[src/rtl/led_scan_pkg.sv]
// led_scan_pkg: shared types and helpers for the LED scan controller.
//   scan_state_t : scan FSM states
//   col_w(n)     : width of the column index output for an n-column grid
package led_scan_pkg;

    typedef enum logic [1:0] {S_IDLE, S_BLANK, S_DRIVE} scan_state_t;

    function automatic int col_w(input int n);
        return $clog2(n) + 1;
    endfunction

endpackage

[src/rtl/led_scan_if.sv]
// led_scan_if: valid/ready frame hand-over from the generation logic to the scan controller.
//   frame_valid : upstream presents a new grid
//   frame_data  : grid, bit r*N+c = cell (row r, col c)
//   frame_ready : controller can take a grid this cycle
interface led_scan_if #(parameter int N = 5);

    logic           frame_valid;
    logic [N*N-1:0] frame_data;
    logic           frame_ready;

    modport master (output frame_valid, frame_data, input frame_ready);
    modport slave  (input frame_valid, frame_data, output frame_ready);

endinterface

[src/rtl/scan_timer.sv]
// scan_timer: column-slot counter running 0..PRESCALE-1.
//   clk, rst_n : clock, asynchronous active-low reset
//   clr        : synchronous clear, holds the count at 0
//   cnt_nxt    : value the counter takes on the next edge
//   tick       : terminal count (last cycle of a slot)
module scan_timer #(
    parameter int PRESCALE = 1000
) (
    input  logic                        clk,
    input  logic                        rst_n,
    input  logic                        clr,
    output logic [$clog2(PRESCALE)-1:0] cnt_nxt,
    output logic                        tick
);

    localparam int CW = $clog2(PRESCALE);

    logic [CW-1:0] cnt;

    assign tick    = !clr && cnt == CW'(PRESCALE - 1);
    assign cnt_nxt = (clr || tick) ? '0 : cnt + 1'b1;

    always_ff @(posedge clk or negedge rst_n)
        if (!rst_n) cnt <= '0;
        else        cnt <= cnt_nxt;

endmodule

[src/rtl/led_scan_controller.sv]
// led_scan_controller: column scan sequencer with double-buffered cell frame.
//   clk, rst_n : clock, asynchronous active-low reset
//   run        : scan enable; low blanks and restarts the scan
//   frame      : slave side of the grid hand-over (valid/data/ready)
//   ena        : driver enable, low during the blanking part of each slot
//   x          : current column index
//   cells      : displayed grid
//   frame_done : one-cycle pulse after each frame boundary
module led_scan_controller
    import led_scan_pkg::*;
#(
    parameter int N        = 5,
    parameter int PRESCALE = 1000,
    parameter int BLANK    = 8
) (
    input  logic                 clk,
    input  logic                 rst_n,
    input  logic                 run,
    led_scan_if.slave            frame,
    output logic                 ena,
    output logic [col_w(N)-1:0]  x,
    output logic [N*N-1:0]       cells,
    output logic                 frame_done
);

    localparam int COL_W = col_w(N);
    localparam int CW    = $clog2(PRESCALE);

    if (N < 1 || N > 8) begin : g_bad_n
        $error("led_scan_controller: N must be 1..8");
    end
    if (PRESCALE < 2) begin : g_bad_prescale
        $error("led_scan_controller: PRESCALE must be >= 2");
    end
    if (BLANK < 0 || BLANK >= PRESCALE) begin : g_bad_blank
        $error("led_scan_controller: BLANK must be 0..PRESCALE-1");
    end

    scan_state_t    state, state_nxt;
    logic [CW-1:0]  cnt_nxt;
    logic           tick, boundary, accept, pending_full;
    logic [COL_W-1:0] col;
    logic [N*N-1:0] pending;

    scan_timer #(.PRESCALE(PRESCALE)) u_timer (
        .clk     (clk),
        .rst_n   (rst_n),
        .clr     (!run),
        .cnt_nxt (cnt_nxt),
        .tick    (tick)
    );

    assign boundary          = tick && col == COL_W'(N - 1);
    assign accept            = frame.frame_valid && !pending_full;
    assign frame.frame_ready = !pending_full;
    assign ena               = state == S_DRIVE;
    assign x                 = col;

    // State tracks the slot position the counter is about to enter, so the
    // blank/drive split lines up exactly with the new count.
    assign state_nxt = !run ? S_IDLE : (int'(cnt_nxt) < BLANK ? S_BLANK : S_DRIVE);

    always_ff @(posedge clk or negedge rst_n) begin
        if (!rst_n) begin
            state        <= S_IDLE;
            col          <= '0;
            cells        <= '0;
            pending      <= '0;
            pending_full <= 1'b0;
            frame_done   <= 1'b0;
        end else begin
            state      <= state_nxt;
            frame_done <= boundary;
            if (!run)      col <= '0;
            else if (tick) col <= boundary ? '0 : col + 1'b1;
            // Accept needs an empty pending buffer, so it never coincides
            // with a swap; a grid taken on a boundary waits a full frame.
            if (boundary && pending_full) begin
                cells        <= pending;
                pending_full <= 1'b0;
            end else if (accept) begin
                pending      <= frame.frame_data;
                pending_full <= 1'b1;
            end
        end
    end

endmodule

[src/flat_wrapper.sv]
// flat-port wrapper written by rule: the top's interface ports become plain ports
module led_scan_controller_flat import led_scan_pkg::*;
#(
    parameter int N        = 5,
    parameter int PRESCALE = 1000,
    parameter int BLANK    = 8
)
  (clk, rst_n, run, ena, x, cells, frame_done, frame_frame_valid, frame_frame_data, frame_frame_ready);
  led_scan_if #(.N(N)) frame_i ();
  input  logic clk;
  input  logic rst_n;
  input  logic run;
  output logic ena;
  output logic [col_w(N)-1:0] x;
  output logic [N*N-1:0] cells;
  output logic frame_done;
  input wire logic [$bits(frame_i.frame_valid)-1:0] frame_frame_valid;
  input wire logic [$bits(frame_i.frame_data)-1:0] frame_frame_data;
  output wire logic [$bits(frame_i.frame_ready)-1:0] frame_frame_ready;
  assign frame_i.frame_valid = frame_frame_valid;
  assign frame_i.frame_data = frame_frame_data;
  assign frame_frame_ready = frame_i.frame_ready;
  led_scan_controller #(.N(N), .PRESCALE(PRESCALE), .BLANK(BLANK)) u_core (.clk(clk), .rst_n(rst_n), .run(run), .frame(frame_i), .ena(ena), .x(x), .cells(cells), .frame_done(frame_done));
endmodule
[config.mk]
export PLATFORM = sky130hd
export DESIGN_NAME = led_scan_controller_flat
export DESIGN_NICKNAME = d
export VERILOG_FILES = /design/src/rtl/led_scan_pkg.sv /design/src/rtl/led_scan_if.sv /design/src/rtl/scan_timer.sv /design/src/rtl/led_scan_controller.sv /design/src/flat_wrapper.sv
export SDC_FILE = /design/constraint.sdc
export NUM_CORES = 1
export LEC_CHECK = 0
export CAP_MARGIN = 20
export CORE_AREA = 4 4 90 92
export DETAILED_ROUTE_END_ITERATION = 10
export DIE_AREA = 0 0 94 96
export GPL_ROUTABILITY_DRIVEN = 0
export HOLD_SLACK_MARGIN = 0.06
export PLACE_DENSITY = 0.68
export SLEW_MARGIN = 20
export SYNTH_ARGS = -nofsm -noshare
export SYNTH_HDL_FRONTEND = slang
export SYNTH_SLANG_ARGS = --single-unit
[constraint.sdc]
create_clock -name clk -period 2.7 [get_ports clk]
set_input_delay 0.54 -clock clk [delete_from_list [all_inputs] [get_ports clk]]
set_output_delay 0.54 -clock clk [all_outputs]
set_load 0.01 [all_outputs]
=== Word-level counts from Yosys, hierarchy flattened ===
Index checks and enable logic that the tools add are counted.

* Bits in registers: 68
* Latch bits: 0
* Memory bits (writable): 0
* Bits in read-only memories: 0
* Output and inout bits: 32
* Logic and storage cells: 32
* Memories: 0

* Add/subtract/negate cells: 2
* Multiply operators: 0
* Divide/modulo/power cells: 0
* Order comparisons: 1
* Equality and inequality tests: 4
* Shifts and indexed selects: 0
* Mux-type cells: 8
* Bitwise gates (word level): 1
* Reduce and logical (&&, ||, !) cells: 9

{| class="wikitable"
|+ Operators by type and width
! operator !! count
|-
| $mux 4 || 3
|-
| $add 10x1->10 const B || 1
|-
| $eq 10x10->1 const B || 1
|-
| $lt 10x4->1 const B || 1
|-
| $mux 10 || 1
|-
| $add 4x1->4 const B || 1
|-
| $eq 4x3->1 const B || 1
|-
| $logic_and 1x1->1 || 4
|-
| $mux 2 || 2
|-
| $eq 2x2->1 const B || 1
|-
| $logic_not 1->1 || 2
|-
| $mux 1 || 2
|-
| $ne 2x1->1 const B || 1
|-
| $reduce_and 2->1 || 1
|-
| $reduce_bool 2->1 || 1
|-
| $logic_or 1x1->1 || 1
|-
| $not 1->1 || 1
|}

=== Depth between registers and ports, before layout ===
* Depth in word-level cells: 7
* Mapped depth: 7
* Mapped depth without buffers: 6

=== Modules after synthesis ===
A second synthesis with hierarchy kept.

* Cell total of the unflattened synthesis: 195
* Area, all modules: 2866.5 um2

{| class="wikitable"
|+ Modules (own cells, without submodules)
! module !! instances !! cells each !! area each (um2) !! seq. area each (um2)
|-
| led_scan_controller || 1 || 143 || 2333.5 || 1451.4
|-
| scan_timer || 1 || 52 || 533.0 || 250.2
|}

=== Worst setup path after synthesis ===
No wires, ideal clock.

* Kind: register -> register
* Start point: reg u_core.u_timer.cnt[0]
* End point: reg u_core.cells[10]
* Library setup time: 0.127 ns
* Arrival: 1.943 ns
* Required time: 2.573 ns
* Setup slack: 0.629 ns
* Cell stages (with the launch flop): 7
* Buffers on the path: 1
* Cell sequence: dfrtp_1 ha_1 nand4b_1 or3_4 nor3_4 buf_6 mux2_1

* Longest elaborated chain between the ends: 4

{| class="wikitable"
|+ Ends and longest elaborated chain
! what !! RTL line !! text
|-
| start: declaration || scan_timer.sv:18 || <nowiki>logic [CW-1:0] cnt;</nowiki>
|-
| start signal: assignment || scan_timer.sv:25 || <nowiki>else cnt <= cnt_nxt;</nowiki>
|-
| $eq 10x10->1 || scan_timer.sv:20 || <nowiki>assign tick = !clr && cnt == CW'(PRESCALE - 1);</nowiki>
|-
| $logic_and 1x1->1 || scan_timer.sv:20 ||
|-
| $logic_and 1x1->1 || led_scan_controller.sv:53 || <nowiki>assign boundary = tick && col == COL_W'(N - 1);</nowiki>
|-
| $logic_and 1x1->1 || led_scan_controller.sv:78 || <nowiki>if (boundary && pending_full) begin</nowiki>
|-
| end signal: assignment || led_scan_controller.sv:79 || <nowiki>cells <= pending;</nowiki>
|-
| end: declaration || led_scan_controller.sv:22 || <nowiki>output logic [N*N-1:0] cells,</nowiki>
|}

Every way passes these cells.
A chain may end at the register's enable or synchronous reset.

=== Worst setup path after layout ===
* Start point: reg u_core.u_timer.cnt[0]
* End point: reg u_core.cells[0]

Same word-level chain as after synthesis.

==> key figures <==
Final layout
  • Share of layout cells above drive strength 1: 20.1%
  • Ant diodes: 0
  • Final core occ: 51.7%
  • Layout fillers: 639
  • Area growth, synth to finish: 31.7%
  • # nets final: 301

Global routing
  • Grt ovf: 0
  • Initial antenna violation count: 0
  • Vias in the first global route: 1919
  • Largest net degree at the start of global routing: 44
  • Total global-route track usage: 13.3%
  • First-pass GRT wire length: 9170 µm

Routing
  • Routed len/inst: 14.4 µm
  • Detailed router's first-iteration violation count: 68
  • ANT nets after route: 0
  • Vias: 1814
  • DR DRC count: 0
  • Final wirelength: 5350 µm
  • Detailed Routing Iterations Pass 1: 4
  • Vias/cell: 4.88

Clock network
  • Hold-fix buffers, CTS: 0
  • Clk slew on worst S/H paths: 70 ps
  • Clock Latency Late Sink: 340 ps
  • Post-CTS Setup Bufs: 0
  • Root buffer cell: clkbuf_8
  • CTS tree: yes
  • Total CTS buffers: 9
  • CTS H-tree depth: 3
  • Post_cts resized: 0
  • Clock sinks: 68
  • Clk buf depth: 2

STA
  • Slew margin rel.: 60.1%
  • Final number of setup-violating endpoints: 0
  • Worst Tran Pin Value: 598 ps
  • Max Clk Rate: 462 MHz
  • Hold Vio Cnt, Final: 0
  • Max-slew violation count: 0
  • Worst Hold Slack: 205 ps
  • Setup TNS: 0 ps
  • Final WS setup: 534 ps
  • RSZ-0062 raised after global routing: no
  • Fin crit share: 80.2%
  • Clk_skew: 7.87 ps
  • Minimum clock period: 2170 ps

Critical path
  • WP data required: 2920 ps
  • Worst reg2reg path depth: 6
  • Cells along the critical path: ha_1 > nand4b_1 > or3_4 > nor3_4 > buf_12 > mux2_2
  • Max FO, Critical Path: 26
  • Worst r2r dst: u_core.cells[0]$_DFFE_PN0P_
  • Reg2reg start: u_core.u_timer.cnt[0]$_DFF_PN0_
  • Crit path max-delay cell type: or3_4
  • CP endpoint kind: flop
  • Crit-path max cell delay: 420 ps
  • Worst Setup Start Kind: flop
  • Worst reg-to-reg setup slack: 530 ps
  • Worst path arrival time: 2390 ps
  • Kind of critical path: flop to flop

Floorplanning
  • Die height: 96 µm
  • Die area: 0.00902 mm²
  • Core footprint: 0.00721 mm²
  • I/O Pins: 61
  • Chip width: 94 µm
  • # rows: 31
  • Initial core utilization: 39.3%

Synth
  • Synth top area share: 60.1%
  • Post-Syn Instances: 206
  • Synth area leaders: dfrtp_1 60%, mux2_2 12%, mux2_1 7.6%
  • Netlist cell types: 41
  • Post-Syn Area: 0.00283 mm²
  • Syn_nets: 238
  • Sequential area share after synthesis: 60.1%
  • Syn_area_per_cell: 13.8 µm²
  • Warnings, synthesis: 0
  • Yosys top cell by area: dfrtp_1
  • #FFs+latches synth: 68

Pwr
  • Power Density: 545 mW/mm²
  • Overall power: 2.03 mW
  • Leak: 1.68 nW
  • Peak VDD IR: 307 µV

Run status
  • Status: finished clean

Min path
  • Tightest Hold Check Type: input port to asynchronous set/reset pin

Placed design
  • Worst slack at placement: 536 ps
  • DPL Wire Length: 3700 µm
  • I/O Buffers: 60

Run
  • Max-Cap Viols: 0
## synthesized netlist by cell type (all sizes together)
library cell,count
dfrtp,68
mux2,50
nor2,13
buf,10
nand2,5
nand3,5
a21oi,4
nor2b,4
xnor2,4
a21boi,3
and3,3
ha,3
inv,3
nand4,3
o21ai,3
xor2,3
clkbuf,2
nor3,2
or3b,2
a211o,1
a2bb2oi,1
a311oi,1
a31oi,1
and2,1
and3b,1
mux2i,1
nand4b,1
nor3b,1
nor4,1
nor4b,1
o21bai,1
o221a,1
o311a,1
or3,1
or4,1
## cells in the final DEF (no fill, tap or decap), types with 2 or more instances in the layout
| cell type | count |
|---|---|
| dfrtp_1 | 68 |
| clkdlybuf4s50_1 | 59 |
| mux2_2 | 31 |
| mux2_1 | 19 |
| nor2_1 | 13 |
| clkbuf_8 | 10 |
| nand2_1 | 5 |
| nand3_1 | 5 |
| xnor2_1 | 4 |
| a21oi_1 | 4 |
| inv_1 | 3 |
| nand4_1 | 3 |
| and3_1 | 3 |
| xor2_1 | 3 |
| o21ai_0 | 3 |
| a21boi_0 | 3 |
| nor2b_1 | 3 |
| ha_1 | 3 |
| clkinvlp_4 | 2 |
| buf_12 | 2 |
| buf_4 | 2 |
## cell families (layout without fill, tap and decap cells)
logic type	after synthesis	count (layout)	share of synthesized area (%)
mux	51	51	20.2
compound gates	17	17	4.20
flops	68	68	60.1
simple gates	45	45	9.14
xor+xnor	7	7	2.16
buf+inv	15	82	2.87
fa+ha+maj	3	3	1.33
## power by group
| part | switching (mW) | total, mW | internal, mW |
|---|---|---|---|
| clock network | 0.362 | 0.807 | 0.445 |
| registers | 0.0277 | 1.10 | 1.07 |
| logic | 0.0467 | 0.129 | 0.0827 |
## how the worst max path moves through the flow
| stage | from | end | slack (ps) | depth (start not counted) |
|---|---|---|---|---|
| after detailed placement | u_core.u_timer.cnt[0]$_DFF_PN0_ | u_core.cells[0]$_DFFE_PN0P_ | 540 | 6 |
| after floorplan | u_core.u_timer.cnt[0]$_DFF_PN0_ | u_core.cells[10]$_DFFE_PN0P_ | 630 | 6 |
| after CTS | u_core.u_timer.cnt[0]$_DFF_PN0_ | u_core.cells[0]$_DFFE_PN0P_ | 520 | 6 |
| after global placement | u_core.u_timer.cnt[0]$_DFF_PN0_ | u_core.cells[1]$_DFFE_PN0P_ | 590 | 6 |
| final | u_core.u_timer.cnt[0]$_DFF_PN0_ | u_core.cells[0]$_DFFE_PN0P_ | 530 | 6 |
| after global routing | u_core.u_timer.cnt[0]$_DFF_PN0_ | u_core.cells[0]$_DFFE_PN0P_ | 360 | 6 |
## final cells by class
cell class / count / area, µm² / share of cell area [%]
inverters: 3 / 11.3 / 0.302
multi-input cells: 123 / 1050 / 28.2
well taps: 99 / 124 / 3.32
clock buffers: 11 / 141 / 3.79
flip-flops and latches: 68 / 1700 / 45.6
repair buffers: 64 / 651 / 17.4
clock inverters: 4 / 50.0 / 1.34
## per-stage QoR
stage | instances | area, µm²
6_report | 372 | 3730
4_1_cts | 372 | 3730
3_5_place_dp | 357 | 3540
2_1_floorplan | 206 | 2830
3_3_place_gp | 357 | 3540
5_1_grt | 372 | 3730
## per-layer routing
metal  GRT usage, %  vias up  part of all wire (%)
met5              0        -                     0
met4           5.66        0                   1.6
met3           6.88        9                   8.9
met2           19.9       47                    47
met1           16.2      907                    43
li1               -      851                     -
## worst max-delay path, delay by kind of cell, from the launching register on
family,cells,cell delay [ps]
and+or+nand+nor,3,780
DFF,1,400
muxes,1,350
adders and majority gates,1,290
buffers and inverters,1,220
## flip-flops by register name, summed over array words and instances (netlist names)
| name | flops |
|---|---|
| u_core.pending | 25 |
| u_core.frame_done | 1 |
| u_core.u_timer.cnt | 10 |
| u_core.pending_full | 1 |
| u_core.cells | 25 |
| u_core.state | 2 |
| u_core.x | 4 |
No activity file was read; power rests on OpenSTA's default activity.
